**src/rtl/mem_arbiter.sv**
```systemverilog
// Two-port round-robin arbiter: shares one Avalon-MM master between the
// instruction-fetch port (read-only) and the data port (read/write).
// Transfers are serialised through an IDLE cycle, the slave handshake is
// passed straight through to the granted port, and stalls longer than
// TIMEOUT cycles are aborted with a sticky error flag.
module mem_arbiter #(
    parameter int unsigned TIMEOUT = 16
) (
    input  logic        clk,
    input  logic        reset,

    input  logic [31:0] i_address,
    input  logic        i_read,
    output logic        i_waitrequest,
    output logic [31:0] i_readdata,

    input  logic [31:0] d_address,
    input  logic        d_read,
    input  logic        d_write,
    input  logic [31:0] d_writedata,
    input  logic [3:0]  d_byteenable,
    output logic        d_waitrequest,
    output logic [31:0] d_readdata,

    output logic [31:0] m_address,
    output logic        m_read,
    output logic        m_write,
    output logic [31:0] m_writedata,
    output logic [3:0]  m_byteenable,
    input  logic        m_waitrequest,
    input  logic [31:0] m_readdata,

    output logic        error
);

    typedef enum logic [1:0] {IDLE, GNT_I, GNT_D, ABORT} state_t;
    typedef enum logic {PORT_I, PORT_D} port_t;

    localparam logic [7:0] TO_LAST = 8'(TIMEOUT - 1);

    state_t     state_q;
    port_t      last_q;
    logic [7:0] cnt_q;
    logic       error_q;

    logic       req_i;
    logic       req_d;
    port_t      cur_port;

    assign req_i    = i_read;
    assign req_d    = d_read | d_write;
    assign cur_port = (state_q == GNT_I) ? PORT_I : PORT_D;
    assign error    = error_q;

    // Arbitration, completion and stall-timeout sequencing.
    // last_q is updated on entry to ABORT so the ABORT cycle knows which port
    // to release; IDLE arbitration only ever sees the post-transfer value.
    always_ff @(posedge clk or negedge reset) begin
        if (!reset) begin
            state_q <= IDLE;
            last_q  <= PORT_D;
            cnt_q   <= 8'd0;
            error_q <= 1'b0;
        end else begin
            case (state_q)
                IDLE: begin
                    if (req_i && (!req_d || last_q == PORT_D)) begin
                        state_q <= GNT_I;
                    end else if (req_d) begin
                        state_q <= GNT_D;
                    end
                end
                GNT_I, GNT_D: begin
                    if (!m_waitrequest) begin
                        state_q <= IDLE;
                        last_q  <= cur_port;
                        cnt_q   <= 8'd0;
                    end else if (cnt_q == TO_LAST) begin
                        state_q <= ABORT;
                        last_q  <= cur_port;
                        cnt_q   <= 8'd0;
                        error_q <= 1'b1;
                    end else begin
                        cnt_q <= cnt_q + 8'd1;
                    end
                end
                ABORT: begin
                    state_q <= IDLE;
                end
                default: begin
                    state_q <= IDLE;
                end
            endcase
        end
    end

    // Master request mux and handshake steering to the granted port.
    always_comb begin
        m_address     = 32'd0;
        m_read        = 1'b0;
        m_write       = 1'b0;
        m_writedata   = 32'd0;
        m_byteenable  = 4'h0;
        i_waitrequest = 1'b1;
        d_waitrequest = 1'b1;
        i_readdata    = 32'd0;
        d_readdata    = 32'd0;
        case (state_q)
            GNT_I: begin
                m_address     = i_address;
                m_read        = i_read;
                m_byteenable  = 4'hF;
                i_waitrequest = m_waitrequest;
                i_readdata    = m_readdata;
            end
            GNT_D: begin
                m_address     = d_address;
                m_read        = d_read;
                m_write       = d_write;
                m_writedata   = d_writedata;
                m_byteenable  = d_byteenable;
                d_waitrequest = m_waitrequest;
                d_readdata    = m_readdata;
            end
            ABORT: begin
                if (last_q == PORT_I) begin
                    i_waitrequest = 1'b0;
                end else begin
                    d_waitrequest = 1'b0;
                end
            end
            default: begin
            end
        endcase
    end

endmodule
```
**config.mk**
```make
export PLATFORM = sky130hd
export DESIGN_NAME = mem_arbiter
export DESIGN_NICKNAME = d
export VERILOG_FILES = /design/src/rtl/mem_arbiter.sv
export SDC_FILE = /design/constraint.sdc
export NUM_CORES = 1
export LEC_CHECK = 0
export BUFFER_PORTS_ARGS = -buffer_cell sky130_fd_sc_hd__buf_2
export CORE_AREA = 4 4 104 106
export DETAILED_ROUTE_END_ITERATION = 10
export DIE_AREA = 0 0 108 110
export PLACE_DENSITY = 0.55
export SETUP_SLACK_MARGIN = 0.05
export SLEW_MARGIN = 40
export SYNTH_ARGS = -nofsm -noshare
export SYNTH_HDL_FRONTEND = slang
export SYNTH_SLANG_ARGS = --single-unit
```
**constraint.sdc**
```tcl
create_clock -name clk -period 3.7 [get_ports clk]
set_input_delay 0.185 -clock clk [delete_from_list [all_inputs] [get_ports clk]]
set_output_delay 0.185 -clock clk [all_outputs]
set_load 0.1 [all_outputs]
```
==> impl_results.md, run 1 <==
* H-tree depth at 1
* Max Fclk at 374 MHz
* Hold/Removal Path Class: in2reg
* CTS root buf: clkbuf_8
* P&R area growth vs syn at 83.8%
* # IOs at 275
* Largest net degree at the start of global routing at 41
* # resized after CTS at 0
* DP Wirelength at 7.97 mm
* #FFs+latches synth at 12
* Final antenna-violating net count at 0
* Pins Over Slew Limit at 0
* Total global routing overflow at 0
* Iteration-0 DRC Markers at 176
* Drt wl/cell at 14.5 um
* Vias at 2747
* Die height at 110 um
* Worst slew pin tran at 0.755 ns
* Startpoint types: flop
* Setup-failing EPs final at 0
* Final nets at 670
* First-pass GRT wire length at 12.8 mm
* CTS tree: done
* Hold Slack at 0.292 ns
* Period minus WS final at 2.67 ns
* Initial Util at 18.6%
* Initial antenna violation count at 0
* Status: finished clean
* Finished Layout Cells at 658
* Drt drc at 0
* Vias in the first global route at 2398
* Max Root-Sink Buffers at 2
* Async SR Flop Fraction at 100%
* Worst setup EP type: output pin
* Post-synth EDFFs at 0
* Clock buffer count from CTS at 3
* Number of detailed-route iterations in the first pass at 4
* CP arrival at 2.49 ns
* Crit-path max FO at 40
* Post-route worst setup slack at 1.03 ns
* Antenna Cells at 0
* Buffers on Ports at 274
* Tcrit/Tclk final at 72.2%
* Gate Count Post-Synth at 268
* Num rows at 36
* Die Area at 0.0119 mm^2
* Core area at 0.00977 mm^2
* Post-synthesis cell type count at 29
* Final Hold Vio Count at 0
* Most frequent cells in the layout: 274 x buf_2, 98 x and2_1, 42 x nor2_1, 34 x a22oi_1, 11 x dfrtp_1
* Total Wirelength at 9.53 mm
* Net count after synthesis at 412
* Via-to-Cell Ratio at 4.17
* Worst EP required at 3.51 ns
* CTS clk-pin slew, worst paths at 0.06 ns
* Final Skew at 0.00317 ns
* Max-cap violations at 0
* Share of layout cells above drive strength 1 at 55.2%
* CTS sink cnt at 12
* Max_slew headroom at 49.7%
* Predominant post-synthesis flop cell: dfrtp_1
* WS Path Type: reg2out
* GR Util All Layers at 13.3%
* Skew-Pair Late Insertion Delay at 0.24 ns
* RD Place Congestion at 0.836
* Post-synthesis sequential area ratio at 16.6%
* Netlist Area Pre-Place at 0.00182 mm^2
* Post-Place Setup Slack at 1.28 ns
* Syn Area/Cell at 6.77 um^2
* Placed cell count at 653
* Synth warnings at 0
* R2r setup slk at 1.59 ns
* Most common cell after layout, fill and taps aside: buf_2
* RSZ-0062 raised after global routing: no
* Die width at 108 um
* Setup Total Neg Slack at 0 ns
-- sequential cells by signal, summed over array words and instances (netlist names) --
signal   flops
cnt_q        8
error        1
state_q      2
last_q       1
-- cell type report --
| class | instances | area (um^2) |
|---|---|---|
| fill | 1052 | 6440 |
| sequential | 12 | 302 |
| inverter | 5 | 18.8 |
| clock buffer | 4 | 55.1 |
| tap | 133 | 166 |
| multi-input combinational | 226 | 1390 |
| timing repair buffer | 278 | 1400 |
-- what timing repair did --
action | CTS | global route
hold buffers | 1 | 0
setup buffers | 0 | 0
endpoints found under the hold margin | 11 | 0
-- Yosys cell counts (2+ instances only) --
cell type  number  share of area [%]
buf_1           4               0.83
nand2_1         7                1.4
or3_1           2               0.69
buf_6           2                1.2
xor2_1          2               0.97
nand4_1         2               0.69
a22oi_1        34                 14
o21ai_0         8                2.2
a21oi_1        10                2.8
clkbuf_1       19                3.9
nor2_1         42                8.7
ha_1            6                4.1
inv_1           5                1.0
dfrtp_1        11                 15
and2_1         98                 34
mux2_2          2                1.2
o21bai_1        2               0.83
-- stage by stage --
stage / area (um^2) / util [%]
3_3_place_gp: 3270 / 33.5
2_1_floorplan: 1820 / -
6_report: 3340 / 34.1
5_1_grt: 3340 / 34.1
3_5_place_dp: 3270 / 33.5
4_1_cts: 3340 / 34.1
-- worst max-delay path: stages (launching register included) --
cell and delay (ns):
dfrtp_1 0.40, inv_1 0.11, ha_2 0.69, buf_4 0.40, and2_1 0.17, buf_2 0.43
-- final timing paths --
| check | depth (start not counted) | to | start |
|---|---|---|---|
| max | 5 | i_readdata[9] | state_q[1]$_DFFE_PN0P_ |
| min | 3 | cnt_q[2]$_DFFE_PN0P_ | m_waitrequest |
| max reg2reg | 6 | last_q$_DFFE_PN1P_ | state_q[0]$_DFFE_PN0P_ |
| min reg2reg | 1 | error$_DFFE_PN0P_ | error$_DFFE_PN0P_ |
| max in group asynchronous | 2 | last_q$_DFFE_PN1P_ | reset |
| min in group asynchronous | 2 | cnt_q[3]$_DFFE_PN0P_ | reset |
-- layer usage --
layer / GRT usage, % / wire, um
met5: 0 / 0
met2: 24.8 / 5160
met4: 1.98 / 53
met3: 2.04 / 657
met1: 16.6 / 3660
-- kinds of logic (layout without fill, tap and decap cells) --
logic type,Yosys count,in the layout,share of synthesized area (%)
simple gates,158,158,48.1
fa+ha+maj,6,6,4.13
compound gates,57,57,21.4
flops,12,12,16.6
buf+inv,30,287,7.03
mux,2,2,1.24
xor+xnor,3,3,1.45
Power of run 1 is not shown: default switching activity piles up to over one toggle a cycle in this logic, so the estimate is an artifact.
==> run 2, diff against run 1 <==
==> constraint.sdc (replaced) <==
create_clock -name clk -period 2.7 [get_ports clk]
set_input_delay 0.135 -clock clk [delete_from_list [all_inputs] [get_ports clk]]
set_output_delay 0.135 -clock clk [all_outputs]
set_load 0.1 [all_outputs]
==> impl_results.md, run 2 (synthesized netlist as in run 1, its figures left out) <==
* Met1 Usage GRT at 18.2%
* Max-cap violations at 0
* Pins Over Slew Limit at 0
* Initial antenna violation count at 3
* Vias at 2849
* WS Path Type: reg2out
* Startpoint types: flop
* Die width at 108 um
* Total global routing overflow at 0
* Met2 Usage GRT at 28.5%
* Share of layout cells above drive strength 1 at 58.3%
* RR Startpoint: cnt_q[4]$_DFFE_PN0P_
* H-tree depth at 1
* Post-route worst setup slack at 0.341 ns
* Skew-Pair Late Insertion Delay at 0.24 ns
* R2r setup slk at 0.63 ns
* Via-to-Cell Ratio at 4.31
* First-pass GRT wire length at 14.5 mm
* Final antenna-violating net count at 0
* Final Skew at 0.00637 ns
* # resized after CTS at 0
* CTS sink cnt at 12
* Drt drc at 0
* Hold buffers post-CTS at 1
* Crit-path max FO at 38
* Max Root-Sink Buffers at 2
* Reg-to-Reg End: state_q[1]$_DFFE_PN0P_
* Most frequent cells in the layout: 274 x buf_2, 98 x and2_1, 34 x a22oi_1, 26 x nor2_1, 16 x nor2_2
* Period minus WS final at 2.36 ns
* Worst slew pin tran at 0.555 ns
* Setup Fix Bufs, Post-CTS at 0
* Number of flip-flops in the largest register at 8
* CP peak stage delay at 0.48 ns
* Post-Place Setup Slack at 0.621 ns
* Most common cell after layout, fill and taps aside: buf_2
* Iteration-0 DRC Markers at 205
* RSZ-0062 raised after global routing: no
* CTS root buf: clkbuf_8
* Initial Util at 18.6%
* CTS tree: done
* Largest net degree at the start of global routing at 69
* Hold Path End: cnt_q[2]$_DFFE_PN0P_
* Worst setup EP type: output pin
* CP arrival at 2.22 ns
* Total Wirelength at 10.3 mm
* Vias in the first global route at 2660
* Worst hold path depth at 3
* P&R area growth vs syn at 88.4%
* Die height at 110 um
* Drt wl/cell at 15.6 um
* Critical path, cell by cell: inv_1, ha_1, inv_1, buf_4, nor2_1, buf_2
* Buffers on Ports at 274
* Most used cell, CP: inv_1
* Critical Path Slowest Stage Cell: ha_1
* Final Hold Vio Count at 0
* Reg2Reg Depth at 4
* Min-Delay Startpoint: m_waitrequest
* RD Place Congestion at 0.824
* Hold/Removal Path Class: in2reg
* Core area at 0.00977 mm^2
* Top flop regs: cnt_q (8), state_q (2)
* Final nets at 672
* Cell area after placement at 0.00335 mm^2
* Fin area at 0.00342 mm^2
* FILL cells at 1061
* Busiest grt layer: met2
* Status: finished clean
* Max_slew headroom at 63.0%
* Tcrit/Tclk final at 87.4%
* # IOs at 275
* Worst EP required at 2.57 ns
* Num rows at 36
* Clock buffer count from CTS at 3
* Die Area at 0.0119 mm^2
* GR Util All Layers at 15.2%
* Setup-failing EPs final at 0
* DP Wirelength at 8.64 mm
* Routing usage on met3 at 4.02%
* Number of detailed-route iterations in the first pass at 4
* CTS clk-pin slew, worst paths at 0.06 ns
* Reg with most FFs: cnt_q
* Max Fclk at 424 MHz
-- run 2: changes by cell type in the layout (fill, tap and decap cells not counted), moves of 2 or more --
cell / before / now
nor2_2: 0 / 16
o21ai_0: 8 / 6
buf_12: 0 / 2
nor2_1: 42 / 26
o21ai_1: 0 / 2
-- run 2: worst max-delay path by stage --
stage,startpoint,endpoint,slack [ns],cells after the start
final,state_q[0]$_DFFE_PN0P_,m_address[4],0.34,6
after floorplan,state_q[0]$_DFFE_PN0P_,m_address[18],-0.05,6
after global placement,state_q[0]$_DFFE_PN0P_,m_address[30],0.67,6
after detailed placement,state_q[0]$_DFFE_PN0P_,m_address[22],0.62,6
after global routing,state_q[0]$_DFFE_PN0P_,m_address[9],0.19,6
after CTS,state_q[0]$_DFFE_PN0P_,m_address[22],0.34,6
-- run 2: layer usage --
metal	part of all wire [%]	wire length, um
met3	8.9	919
met1	36	3760
met4	0.28	29
met2	54	5590
met5	0.33	34
-- run 2: cell type report --
type                            instances  area, um^2  share of cell area [%]
Timing Repair Buffer                  280        1440                    42.2
Multi-Input combinational cell        226        1430                    41.9
Sequential cell                        12         302                    8.82
Tap cell                              133         166                    4.87
Clock buffer                            4        55.1                    1.61
Inverter                                5        18.8                   0.549
Antenna cell                            1        2.50                  0.0732
-- run 2: worst max-delay path: cells and delay by family, from the launching register on --
family / cells / cell delay, ns
flip-flops: 1 / 0.39
buffers and inverters: 4 / 0.92
adder cells (fa/ha/maj): 1 / 0.48
AND/OR/NAND/NOR: 1 / 0.16
-- run 2: per-stage QoR --
step | cells | utilization [%] | hold WS, ns | TNS, ns
2_1_floorplan | 268 | - | -0.161 | -1.04
3_3_place_gp | 655 | 34.3 | 0.0268 | 0
3_5_place_dp | 655 | 34.3 | 0.0303 | 0
4_1_cts | 660 | 35.0 | 0.212 | 0
5_1_grt | 661 | 35.0 | 0.235 | 0
6_report | 661 | 35.0 | 0.219 | 0
Power of run 2 is left out for the same reason.
==> run 3, diff against run 2 <==
==> constraint.sdc (replaced) <==
create_clock -name clk -period 2.63 [get_ports clk]
set_input_delay 0.263 -clock clk [delete_from_list [all_inputs] [get_ports clk]]
set_output_delay 0.263 -clock clk [all_outputs]
set_load 0.1 [all_outputs]
==> impl_results.md, run 3 (synthesized netlist as in run 1, its figures left out) <==
* Period minus WS final at 2.47 ns
* CTS sink cnt at 12
* Pins Over Slew Limit at 0
* Largest net degree at the start of global routing at 54
* Antenna Cells at 0
* Initial antenna violation count at 1
* Number of detailed-route iterations in the first pass at 4
* Register area at 302 um^2
* GR Util All Layers at 15.0%
* Critical Path Slowest Stage Cell: ha_1
* Setup Fix Bufs, Post-CTS at 0
* Reg with most FFs: cnt_q
* Post-Place Setup Slack at 0.355 ns
* Worst setup EP type: output pin
* # IOs at 275
* RSZ-0062 raised after global routing: yes
* Post-route worst setup slack at 0.164 ns
* Via-to-Cell Ratio at 4.32
* Die Area at 0.0119 mm^2
* Total Wirelength at 10.3 mm
* Core area at 0.00977 mm^2
* P&R area growth vs syn at 89.5%
* Crit-path max FO at 38
* Fin area at 0.00344 mm^2
* WP buf/inv at 4
* Max-cap violations at 0
* Max Fclk at 406 MHz
* Top flop regs: cnt_q (8), state_q (2)
* Cell area after placement at 0.00336 mm^2
* CTS tree: done
* First-pass GRT wire length at 14.1 mm
* Layout Utilization at 35.2%
* Crit path max-delay family: buffers and inverters
* Stages on the worst setup path at 6
* Most used cell, CP: inv_1
* Buffers on Ports at 274
* Iteration-0 DRC Markers at 171
* Die height at 110 um
* Hold/Removal Path Class: in2reg
* Die width at 108 um
* Initial Util at 18.6%
* Drt wl/cell at 15.6 um
* Setup-failing EPs final at 0
* Clock buffer count from CTS at 3
* FILL cells at 1071
* Area occupied by multi-input gates at 0.00144 mm^2
* CTS clk-pin slew, worst paths at 0.05 ns
* CTS root buf: clkbuf_8
* Vias in the first global route at 2523
* H-tree depth at 1
* Critical path, cell by cell: inv_1, ha_1, inv_1, buf_6, nor2_1, buf_2
* Final Hold Vio Count at 0
* Worst slew pin tran at 0.620 ns
* CP peak stage delay at 0.48 ns
* Status: finished clean
* Startpoint types: flop
* Drt drc at 0
* DP Wirelength at 8.62 mm
* Number of flip-flops in the largest register at 8
* CP arrival at 2.20 ns
* Share of layout cells above drive strength 1 at 58.0%
* Final nets at 671
* Vias at 2850
* WS Path Type: reg2out
* Num rows at 36
* Final antenna-violating net count at 0
* Max Root-Sink Buffers at 2
* Skew-Pair Late Insertion Delay at 0.24 ns
* Max_slew headroom at 58.7%
* Total global routing overflow at 0
* Hold Slack at 0.375 ns
* RD Place Congestion at 0.873
* Worst hold path depth at 3
* Reg2Reg Depth at 6
* Worst EP required at 2.37 ns
* Tcrit/Tclk final at 93.7%
* Most common cell after layout, fill and taps aside: buf_2
* Final Skew at 0.000839 ns
* Most frequent cells in the layout: 268 x buf_2, 98 x and2_1, 34 x a22oi_1, 26 x nor2_1, 16 x nor2_2
run 3: final cells by class:
cell class | count | area share [%]
multi-input cells | 226 | 41.9
clock buffers | 4 | 1.31
flip-flops and latches | 12 | 8.76
repair buffers | 279 | 42.7
well taps | 133 | 4.84
inverters | 5 | 0.545
run 3: what timing repair did:
action                                  in CTS  in global routing
endpoints found under the setup margin       0                 37
resized for setup                            0                  8
hold endpoints to repair                    11                  0
hold buffers                                 1                  0
run 3: worst paths after layout:
path	startpoint	to	slack, ns
min in group asynchronous	reset	cnt_q[4]$_DFFE_PN0P_	0.43
worst min-delay path	m_waitrequest	cnt_q[2]$_DFFE_PN0P_	0.38
worst max register to register	state_q[0]$_DFFE_PN0P_	last_q$_DFFE_PN1P_	0.54
worst max-delay path	state_q[0]$_DFFE_PN0P_	m_address[9]	0.16
max in group asynchronous	reset	last_q$_DFFE_PN1P_	1.93
worst min register to register	error$_DFFE_PN0P_	error$_DFFE_PN0P_	0.49
run 3: per-stage QoR:
| step | instances | setup TNS, ns |
|---|---|---|
| 4_1_cts | 659 | 0 |
| 3_3_place_gp | 654 | 0 |
| 2_1_floorplan | 268 | -5.04 |
| 5_1_grt | 659 | 0 |
| 6_report | 659 | 0 |
| 3_5_place_dp | 654 | 0 |
run 3: per-layer routing:
layer	vias up	track usage, %	share of wire [%]
met1	1316	18.2	38
met3	7	3.44	9.3
met4	2	1.35	0.26
met2	122	27.9	53
met5	-	0	0.13
li1	1403	-	-
run 3: worst min-delay path, cell delays in order:
cell and delay, ns:
buf_2 0.15, nand2_1 0.07, o21ai_0 0.08
Power of run 3 is left out for the same reason.
